==> src/rtl/watch_pkg.sv <==
// Shared constants and types for the watch front end and mode modules.
package watch_pkg;

    localparam int unsigned CLK_HZ = 100_000_000;

    // 10 ms debounce, 500 ms long press, 100 ms auto-repeat period
    localparam int unsigned DEBOUNCE_CYCLES_DEF = CLK_HZ / 100;
    localparam int unsigned HOLD_CYCLES_DEF     = CLK_HZ / 2;
    localparam int unsigned REPEAT_CYCLES_DEF   = CLK_HZ / 10;

    typedef enum logic [1:0] {
        IDLE   = 2'd0,
        HOLD   = 2'd1,
        REPEAT = 2'd2
    } btn_state_e;

    function automatic int unsigned cnt_width(input int unsigned n);
        return (n > 1) ? $clog2(n) : 1;
    endfunction

endpackage

==> src/rtl/btn_sync.sv <==
// Two-flop synchroniser for an asynchronous board input (buttons and switches).
module btn_sync (
    input  logic clk,
    input  logic rst,
    input  logic async_i,
    output logic sync_o
);

    logic meta_q;
    logic sync_q;

    always_ff @(posedge clk) begin
        if (rst) begin
            meta_q <= 1'b0;
            sync_q <= 1'b0;
        end else begin
            meta_q <= async_i;
            sync_q <= meta_q;
        end
    end

    assign sync_o = sync_q;

endmodule

==> src/rtl/button_conditioner.sv <==
// Pushbutton front end: synchronise, debounce, then derive press, long-press,
// auto-repeat and release strobes, all as single-clk pulses.
//
//   state  | meaning
//   IDLE   | button released, waiting for a debounced press
//   HOLD   | pressed, timing towards the long-press threshold
//   REPEAT | long press reached, emitting periodic repeat strobes
module button_conditioner
    import watch_pkg::*;
#(
    parameter int unsigned DEBOUNCE_CYCLES = DEBOUNCE_CYCLES_DEF,
    parameter int unsigned HOLD_CYCLES     = HOLD_CYCLES_DEF,
    parameter int unsigned REPEAT_CYCLES   = REPEAT_CYCLES_DEF,
    parameter bit          REPEAT_EN       = 1'b1
) (
    input  logic clk,
    input  logic rst,
    input  logic btn,
    output logic btn_level,
    output logic btn_pulse,
    output logic btn_long,
    output logic btn_release
);

    localparam int unsigned DEB_W  = cnt_width(DEBOUNCE_CYCLES);
    localparam int unsigned HOLD_W = cnt_width(HOLD_CYCLES);
    localparam int unsigned REP_W  = cnt_width(REPEAT_CYCLES);

    localparam logic [DEB_W-1:0]  DEB_LAST  = DEB_W'(DEBOUNCE_CYCLES - 1);
    localparam logic [HOLD_W-1:0] HOLD_LAST = HOLD_W'(HOLD_CYCLES - 1);
    localparam logic [REP_W-1:0]  REP_LAST  = REP_W'(REPEAT_CYCLES - 1);

    logic btn_s;

    logic             stable_q, stable_d;
    logic [DEB_W-1:0] deb_cnt_q, deb_cnt_d;

    btn_state_e        state_q, state_d;
    logic [HOLD_W-1:0] hold_cnt_q, hold_cnt_d;
    logic [REP_W-1:0]  rep_cnt_q, rep_cnt_d;
    logic              level_q, level_d;
    logic              pulse_q, pulse_d;
    logic              long_q, long_d;
    logic              release_q, release_d;

    logic rise;
    logic fall;

    btn_sync u_sync (
        .clk     (clk),
        .rst     (rst),
        .async_i (btn),
        .sync_o  (btn_s)
    );

    // Counter restarts on any sample that agrees with the accepted level.
    always_comb begin
        stable_d  = stable_q;
        deb_cnt_d = '0;
        if (btn_s != stable_q) begin
            if (deb_cnt_q == DEB_LAST) begin
                stable_d  = btn_s;
                deb_cnt_d = '0;
            end else begin
                deb_cnt_d = deb_cnt_q + DEB_W'(1);
            end
        end
    end

    // Edges of the accepted level, seen one clk before btn_level follows.
    assign rise = stable_q & ~level_q;
    assign fall = ~stable_q & level_q;

    always_comb begin
        state_d    = state_q;
        hold_cnt_d = hold_cnt_q;
        rep_cnt_d  = rep_cnt_q;
        level_d    = stable_q;
        pulse_d    = 1'b0;
        long_d     = 1'b0;
        release_d  = 1'b0;

        // A release wins over any timer expiry on the same clk.
        if (fall) begin
            release_d  = 1'b1;
            state_d    = IDLE;
            hold_cnt_d = '0;
            rep_cnt_d  = '0;
        end else begin
            case (state_q)
                IDLE: begin
                    if (rise) begin
                        pulse_d    = 1'b1;
                        state_d    = HOLD;
                        hold_cnt_d = '0;
                    end
                end
                HOLD: begin
                    if (hold_cnt_q == HOLD_LAST) begin
                        long_d     = 1'b1;
                        pulse_d    = REPEAT_EN;
                        state_d    = REPEAT;
                        hold_cnt_d = '0;
                        rep_cnt_d  = '0;
                    end else begin
                        hold_cnt_d = hold_cnt_q + HOLD_W'(1);
                    end
                end
                REPEAT: begin
                    if (rep_cnt_q == REP_LAST) begin
                        pulse_d   = REPEAT_EN;
                        rep_cnt_d = '0;
                    end else begin
                        rep_cnt_d = rep_cnt_q + REP_W'(1);
                    end
                end
                default: begin
                    state_d    = IDLE;
                    hold_cnt_d = '0;
                    rep_cnt_d  = '0;
                end
            endcase
        end
    end

    always_ff @(posedge clk) begin
        if (rst) begin
            stable_q   <= 1'b0;
            deb_cnt_q  <= '0;
            state_q    <= IDLE;
            hold_cnt_q <= '0;
            rep_cnt_q  <= '0;
            level_q    <= 1'b0;
            pulse_q    <= 1'b0;
            long_q     <= 1'b0;
            release_q  <= 1'b0;
        end else begin
            stable_q   <= stable_d;
            deb_cnt_q  <= deb_cnt_d;
            state_q    <= state_d;
            hold_cnt_q <= hold_cnt_d;
            rep_cnt_q  <= rep_cnt_d;
            level_q    <= level_d;
            pulse_q    <= pulse_d;
            long_q     <= long_d;
            release_q  <= release_d;
        end
    end

    assign btn_level   = level_q;
    assign btn_pulse   = pulse_q;
    assign btn_long    = long_q;
    assign btn_release = release_q;

endmodule

==> config.mk <==
export PLATFORM = sky130hd
export DESIGN_NAME = button_conditioner
export DESIGN_NICKNAME = d
export VERILOG_FILES = /design/src/rtl/watch_pkg.sv /design/src/rtl/btn_sync.sv /design/src/rtl/button_conditioner.sv
export SDC_FILE = /design/constraint.sdc
export NUM_CORES = 1
export LEC_CHECK = 0
export CAP_MARGIN = 20
export CORE_ASPECT_RATIO = 0.6
export CORE_MARGIN = 5
export CORE_UTILIZATION = 40
export DETAILED_ROUTE_END_ITERATION = 8
export PLACE_DENSITY = 0.62
export SETUP_SLACK_MARGIN = 0.02
export SYNTH_ARGS = -nofsm -noshare
export SYNTH_HDL_FRONTEND = slang
export SYNTH_HIERARCHICAL = 1
export SYNTH_SLANG_ARGS = --single-unit
==> constraint.sdc <==
create_clock -name clk -period 2.16 [get_ports clk]
set_input_delay 0.324 -clock clk [delete_from_list [all_inputs] [get_ports clk]]
set_output_delay 0.324 -clock clk [all_outputs]
set_load 0.1 [all_outputs]
==> results.json, run 1 <==
{
  "status": "finished, final reports clean",
  "gp_routability_congestion": 0.847,
  "cts_num_sinks": 79,
  "synthCells": 460,
  "hold_path_class": "reg2reg",
  "yosys.cell_types.count": 50,
  "detailedRoute.firstIterationViolations": 201,
  "synth_seq_cells": 79,
  "setup_violations": 0,
  "synthArstFlopShare_pct": 0,
  "htree_num_levels": 3,
  "p_leak_nw": 1.75,
  "grt_start_max_net_pins": 29,
  "fp.dieArea_um2": 11600,
  "postRouteAntennaNets": 0,
  "initial_core_util_pct": 41.3,
  "fmax_mhz": 500,
  "critical_path.startpoint_type": "flip-flop",
  "drv_cap": 0,
  "yosys-top-cells-area": "sky130_fd_sc_hd__dfxtp_1 41%, sky130_fd_sc_hd__nor2_1 6.3%, sky130_fd_sc_hd__xor2_1 5.7%",
  "worst-endpoint-required_ns": 2.39,
  "synthesized_area_divided_by_synthesized_cell_count_um2": 8.29,
  "max-vdd-ir-drop_v": 0.000334,
  "numPortBuffers": 6,
  "tritoncts.num_buffers": 9,
  "antenna_cells": 0,
  "vias_per_cell": 5.30,
  "io-pin-count": 7,
  "synth_top_area_cell": "sky130_fd_sc_hd__dfxtp_1",
  "nFillCells": 894,
  "routed_wire_length_per_instance_um": 13.8,
  "antenna_found_initial": 0,
  "finish.net_count": 517,
  "dp_slack_ns": -0.00702,
  "placeableCoreArea_um2": 9220,
  "mappedNetlistArea_um2": 3810,
  "path_class": "reg2reg",
  "tightest_slew_ns": 0.521,
  "finalSetupTns_ns": 0,
  "seq_area_frac_synth_pct": 41.5,
  "via_count": 3421,
  "die_x_um": 136,
  "cts_tree": "yes",
  "final.setup.worst_slack_ns": 0.162,
  "setup.worst_path.end_class": "flip-flop",
  "global_route_total_usage_across_every_layer_pct": 16.3,
  "number_of_warning_messages_in_the_yosys_log": 6,
  "finalMaxSlewViolations": 0,
  "die_h_um": 85.6,
  "pwr_density_cell_nw_per_um2": 655,
  "final_min_period_over_clock_period_pct": 92.5,
  "layout_commonest_cell": "sky130_fd_sc_hd__dfxtp_1",
  "synth_edf_count": 0,
  "remaining_drc_errors": 0,
  "final-hold-violation-count": 0,
  "layout.cells.most_common_list": "78 x sky130_fd_sc_hd__dfxtp_1, 63 x sky130_fd_sc_hd__nor2_1, 54 x sky130_fd_sc_hd__buf_4, 39 x sky130_fd_sc_hd__nand2_1, 35 x sky130_fd_sc_hd__nand3_1",
  "clock_insertion_delay_worst_skew_ns": 0.34,
  "final.setup_skew_ns": 0.00757,
  "syn2layout_area_growth_pct": 23.2,
  "grt_remaining_overflow": 0,
  "cts-root-to-sink-buffers": 2,
  "timing.slew.headroom_pct": 65.1,
  "dp.cells": 630,
  "ys_dominant_reg_cell": "sky130_fd_sc_hd__dfxtp_1",
  "wl_mm": 8.89,
  "firstDrtPassIters": 4,
  "hold_buffers": 0,
  "worst_endpoint_data_arrival_time_ns": 2.22,
  "clk_pin_slew_worst_paths_ns": 0.06,
  "period_needed_ns": 2.00,
  "instances_no_fill": 646,
  "netlist.area_leader.share_pct": 41.5,
  "first_global_vias": 3098,
  "placed_wire_length_estimate_after_detailed_placement_mm": 6.56,
  "worst-path-max-fanout": 28,
  "synth_fp_nets": 466,
  "grt_first_pass_wirelength_mm": 15.0,
  "clock_tree.root_cell": "sky130_fd_sc_hd__clkbuf_16",
  "row_count": 27,
  "drive_gt1_share_pct": 17.4
}
==> state kept, by name (all words and copies together) (netlist names) <==
register,flops
rep_cnt_q,24
level_d,1
u_sync/sync_o,1
deb_cnt_q,20
btn_release,1
u_sync/meta_q,1
btn_level,1
btn_pulse,1
btn_long,1
hold_cnt_q,26
state_q,2
==> Yosys cell counts (5+ instances only) <==
cell type / count
sky130_fd_sc_hd__dfxtp_1: 79
sky130_fd_sc_hd__nor2_1: 64
sky130_fd_sc_hd__nand2_1: 39
sky130_fd_sc_hd__nand3_1: 35
sky130_fd_sc_hd__o21ai_0: 26
sky130_fd_sc_hd__xor2_1: 25
sky130_fd_sc_hd__a21oi_1: 21
sky130_fd_sc_hd__nand4_1: 17
sky130_fd_sc_hd__nor3_1: 16
sky130_fd_sc_hd__and3_1: 14
sky130_fd_sc_hd__xnor2_1: 14
sky130_fd_sc_hd__clkbuf_1: 11
sky130_fd_sc_hd__inv_1: 9
sky130_fd_sc_hd__o31ai_1: 7
sky130_fd_sc_hd__a31oi_1: 6
sky130_fd_sc_hd__or3_1: 6
sky130_fd_sc_hd__a22o_1: 5
sky130_fd_sc_hd__and2_1: 5
==> power by group <==
group	switching [mW]	internal (mW)	total (mW)	leakage, nW
logic	0.0307	0.0233	0.0541	0.969
registers	0.00144	1.46	1.46	0.637
clock network	0.599	0.960	1.56	0.145
total	0.631	2.44	3.07	1.75
==> worst max-delay path, stage by stage (launching register included) <==
cell                      delay, ns
sky130_fd_sc_hd__dfxtp_1       0.33
sky130_fd_sc_hd__ha_1          0.17
sky130_fd_sc_hd__and4_1        0.27
sky130_fd_sc_hd__nand3_4       0.13
sky130_fd_sc_hd__nor4_4        0.31
sky130_fd_sc_hd__nor2_1        0.11
sky130_fd_sc_hd__buf_12        0.17
sky130_fd_sc_hd__a21o_1        0.16
sky130_fd_sc_hd__a22o_1        0.22
==> final timing paths <==
path | cells after the start | slack [ns] | startpoint | end
min | 1 | 0.44 | u_sync/meta_q | u_sync/sync_o
min reg2reg | 1 | 0.44 | u_sync/meta_q | u_sync/sync_o
max | 8 | 0.16 | rep_cnt_q[0] | rep_cnt_q[13]
max reg2reg | 8 | 0.16 | rep_cnt_q[0] | rep_cnt_q[13]
==> per-stage QoR <==
step	power, mW	util (%)	area (µm²)	hold WS, ns
2_1_floorplan	1.52	-	3810	0.396
3_3_place_gp	1.54	47.2	4350	0.425
3_5_place_dp	1.55	47.2	4350	0.441
4_1_cts	3.11	50.6	4660	0.443
5_1_grt	3.18	50.9	4700	0.453
6_report	3.07	50.9	4700	0.438
==> per-layer routing <==
layer  vias up  global-route usage (%)  part of all wire, %
met5         -                       0                    0
met3         6                    4.63                  5.9
met4         0                    4.03                 0.71
met1      1591                    25.0                   54
met2        82                    22.1                   40
li1       1742                       -                    -
==> cells by family after synthesis <==
group	after synthesis	synth area share, %
multiplexers	5	1.35
XOR/XNOR	39	8.96
adder cells (fa/ha/maj)	3	0.985
flip-flops	79	41.5
AND/OR/NAND/NOR	232	32.0
AO/OA/AOI/OAI	75	12.0
buffers and inverters	27	3.18
==> area by class of cell <==
type                            instances  area [µm²]  share of cell area, %
Clock inverter                          4        53.8                   1.15
Sequential cell                        79        1580                   33.7
Multi-Input combinational cell        354        2140                   45.6
Tap cell                              130         163                   3.46
Clock buffer                           12         256                   5.46
Inverter                                9        33.8                  0.719
Timing Repair Buffer                   58         465                   9.91
==> timing repair <==
action / in CTS / in global routing
endpoints found under the setup margin: 0 / 19
resized for setup: 0 / 5
buffers inserted: 0 / 0
No activity file was read; power rests on OpenSTA's default activity.
==> run 2, diff against run 1 <==
--- a/config.mk
+++ b/config.mk
@@ -10,9 +10,7 @@
 export CORE_MARGIN = 5
 export CORE_UTILIZATION = 40
 export DETAILED_ROUTE_END_ITERATION = 8
-export PLACE_DENSITY = 0.62
 export SETUP_SLACK_MARGIN = 0.02
 export SYNTH_ARGS = -nofsm -noshare
 export SYNTH_HDL_FRONTEND = slang
-export SYNTH_HIERARCHICAL = 1
 export SYNTH_SLANG_ARGS = --single-unit
==> constraint.sdc (replaced) <==
create_clock -name clk -period 1.66 [get_ports clk]
set_input_delay 0.249 -clock clk [delete_from_list [all_inputs] [get_ports clk]]
set_output_delay 0.249 -clock clk [all_outputs]
set_load 0.1 [all_outputs]
==> run 2 against run 1 <==
- the flow now finishes with violations (setup timing)
- count of clock-buffer cells in the layout shrank 1
- core utilization is 14 points higher
- design area grew 29%
- register-to-register slack worse by 0.53 ns
- critical path depth fell by 1
- first-iteration DRC count increased by 62%
- routed wire length up 30%
- largest cell class unchanged
- highest routed layer unchanged
==> results.json, run 2 <==
{
  "top_regs": "hold_cnt_q: 26 flops, rep_cnt_q: 24 flops, deb_cnt_q: 20 flops",
  "fp.dieArea_um2": 11900,
  "largest_register": "hold_cnt_q",
  "p_leak_nw": 2.35,
  "worst-endpoint-required_ns": 1.88,
  "worst_endpoint_data_arrival_time_ns": 2.25,
  "yosys-top-cells-area": "sky130_fd_sc_hd__dfxtp_1 41%, sky130_fd_sc_hd__nor2_1 6.0%, sky130_fd_sc_hd__xnor2_1 4.3%",
  "placeableCoreArea_um2": 9320,
  "finalMaxSlewViolations": 0,
  "synthCells": 461,
  "instances_no_fill": 728,
  "netlist.area_leader.share_pct": 40.6,
  "regToRegSetupSlack_ns": -0.37,
  "reg2reg_from": "rep_cnt_q[7]",
  "path_class": "reg2reg",
  "synth_seq_cells": 79,
  "final-hold-violation-count": 0,
  "synth_edf_count": 0,
  "fmax_mhz": 493,
  "syn2layout_area_growth_pct": 55.3,
  "buffers_inverters_on_critical_path": 2,
  "critical_path_depth": 7,
  "period_needed_ns": 2.03,
  "timing.slew.headroom_pct": 63.1,
  "seq_area_frac_synth_pct": 40.6,
  "status": "finished with violations",
  "htree_num_levels": 3,
  "remaining_drc_errors": 0,
  "row_count": 27,
  "crit_slowest_cell": "sky130_fd_sc_hd__or4bb_1",
  "detailedRoute.firstIterationViolations": 325,
  "setup.worst_path.end_class": "flip-flop",
  "finish.net_count": 599,
  "cp_top_family": "simple AND/OR/NAND/NOR gates",
  "first_global_vias": 3627,
  "die_h_um": 86.4,
  "io-pin-count": 7,
  "worst_path_largest_cell_delay_ns": 0.54,
  "gp_routability_congestion": 0.837,
  "vias_per_cell": 5.47,
  "layout_commonest_cell": "sky130_fd_sc_hd__buf_4",
  "antenna_found_initial": 0,
  "routed_wire_length_per_instance_um": 15.9,
  "grt_remaining_overflow": 0,
  "dpl-instance-area_um2": 5030,
  "clock_insertion_delay_worst_skew_ns": 0.34,
  "worst_hold_path.num_cells": 1,
  "synthesized_area_divided_by_synthesized_cell_count_um2": 8.44,
  "grt_start_max_net_pins": 17,
  "worst-path-max-fanout": 8,
  "dp.cells": 692,
  "synth_fp_nets": 467,
  "clock_tree.root_cell": "sky130_fd_sc_hd__clkbuf_16",
  "die_x_um": 137,
  "numPortBuffers": 6,
  "drv_cap": 0,
  "hold_path_class": "reg2reg",
  "synth_most_common_cell": "sky130_fd_sc_hd__dfxtp_1",
  "drive_gt1_share_pct": 43.0,
  "final.setup.worst_slack_ns": -0.368,
  "min_from": "u_sync.meta_q",
  "worstReg2RegEnd": "rep_cnt_q[18]",
  "grt_setup_unrepaired": "yes",
  "synth_top_area_cell": "sky130_fd_sc_hd__dfxtp_1",
  "pwr_density_cell_nw_per_um2": 678,
  "worst_setup_path_startpoint": "rep_cnt_q[7]",
  "synthArstFlopShare_pct": 0,
  "timing.reg2reg.worst_path_depth": 7,
  "tritoncts.num_buffers": 9,
  "largest_reg_flops": 26,
  "via_count": 3984,
  "mappedNetlistArea_um2": 3890,
  "synth_commonest_cells": "79 x sky130_fd_sc_hd__dfxtp_1, 62 x sky130_fd_sc_hd__nor2_1, 37 x sky130_fd_sc_hd__nand2_1",
  "global_route_total_usage_across_every_layer_pct": 19.1,
  "postRouteAntennaNets": 0,
  "ys_dominant_reg_cell": "sky130_fd_sc_hd__dfxtp_1",
  "initial_core_util_pct": 41.7,
  "grt_first_pass_wirelength_mm": 17.9,
  "yosys.cell_types.count": 52,
  "placed_wire_length_estimate_after_detailed_placement_mm": 7.69,
  "tightest_slew_ns": 0.552,
  "setup_violations": 47,
  "timing.hold.worst_endpoint": "u_sync.sync_o",
  "layout.cells.most_common_list": "115 x sky130_fd_sc_hd__buf_4, 58 x sky130_fd_sc_hd__dfxtp_1, 48 x sky130_fd_sc_hd__nor2_1, 36 x sky130_fd_sc_hd__nand2_1, 23 x sky130_fd_sc_hd__nand3_1",
  "antenna_cells": 0,
  "critical_path.startpoint_type": "flip-flop",
  "crit_path_cell_trace": "or4bb_1, nor4_4, buf_4, buf_12, a21boi_4, and3_1, a211o_1",
  "cts_num_sinks": 79,
  "violations": "setup timing",
  "final_min_period_over_clock_period_pct": 122,
  "final_cell_area_um2": 6040,
  "number_of_warning_messages_in_the_yosys_log": 0,
  "fin_worst_hold_slack_ns": 0.439,
  "cts_tree": "yes",
  "max-vdd-ir-drop_v": 0.000546,
  "clk_pin_slew_worst_paths_ns": 0.06,
  "cts-root-to-sink-buffers": 2,
  "final.setup_skew_ns": 0.00479,
  "wl_mm": 11.6,
  "firstDrtPassIters": 5
}
[run 2: how the worst max path moves through the flow]
stage	to	slack [ns]
2_1_floorplan	rep_cnt_q[5]	-0.21
3_5_place_dp	rep_cnt_q[8]	-0.45
6_report	rep_cnt_q[18]	-0.37
4_1_cts	rep_cnt_q[8]	-0.31
3_3_place_gp	rep_cnt_q[8]	-0.42
5_1_grt	rep_cnt_q[17]	-0.40
[run 2: kinds of logic (layout without fill, tap and decap cells)]
logic type | after synthesis | in the layout | share of synthesized area, %
AOI/OAI and AO/OA | 65 | 66 | 11.9
adders and majority gates | 3 | 3 | 0.965
DFF | 79 | 79 | 40.6
xor gates and xnor gates | 37 | 37 | 8.33
muxes | 2 | 2 | 0.514
and+or+nand+nor | 247 | 247 | 33.9
buffers and inverters | 28 | 164 | 3.79
[run 2: final cells by class]
| class | instances | area, µm² |
|---|---|---|
| Clock buffer | 11 | 233 |
| Clock inverter | 5 | 81.3 |
| Fill cell | 768 | 3280 |
| Inverter | 10 | 37.5 |
| Multi-Input combinational cell | 355 | 2720 |
| Sequential cell | 79 | 1620 |
| Tap cell | 130 | 163 |
| Timing Repair Buffer | 138 | 1190 |
[run 2: metal layers]
metal | track usage (%) | wire (µm) | up-vias
met3 | 4.41 | 580 | 18
met4 | 5.16 | 151 | 0
li1 | - | - | 1948
met2 | 25.7 | 4900 | 102
met1 | 29.7 | 5930 | 1916
met5 | 0 | 0 | -
[run 2: repair_timing]
action                                  4_1_cts  5_1_grt
hold buffers                                  0        0
cloned                                        3        0
setup buffers                                 9        9
pin swaps                                    28       28
gates resized for setup                      51       69
endpoints found under the setup margin       53       71
[run 2: report_power, final]
part           internal, mW  switching [mW]
sequential             1.89         0.00186
combinational        0.0391          0.0526
clock                  1.32           0.792
total                  3.25           0.846
[run 2: per-stage QoR]
stage	utilization, %	TNS, ns	total power, mW	setup WS [ns]
after floorplan	-	-2.98	1.97	-0.213
after global placement	54.0	-13.91	2.00	-0.424
after detailed placement	54.0	-14.79	2.00	-0.452
after CTS	60.7	-6.09	4.12	-0.312
after global routing	64.8	-10.77	4.23	-0.404
final	64.8	-7.79	4.10	-0.368
[run 2: worst reg2reg max path, cell delays in order, from the launching register on]
cell	delay, ns
sky130_fd_sc_hd__dfxtp_2	0.32
sky130_fd_sc_hd__or4bb_1	0.54
sky130_fd_sc_hd__nor4_4	0.22
sky130_fd_sc_hd__buf_4	0.19
sky130_fd_sc_hd__buf_12	0.11
sky130_fd_sc_hd__a21boi_4	0.08
sky130_fd_sc_hd__and3_1	0.19
sky130_fd_sc_hd__a211o_1	0.27
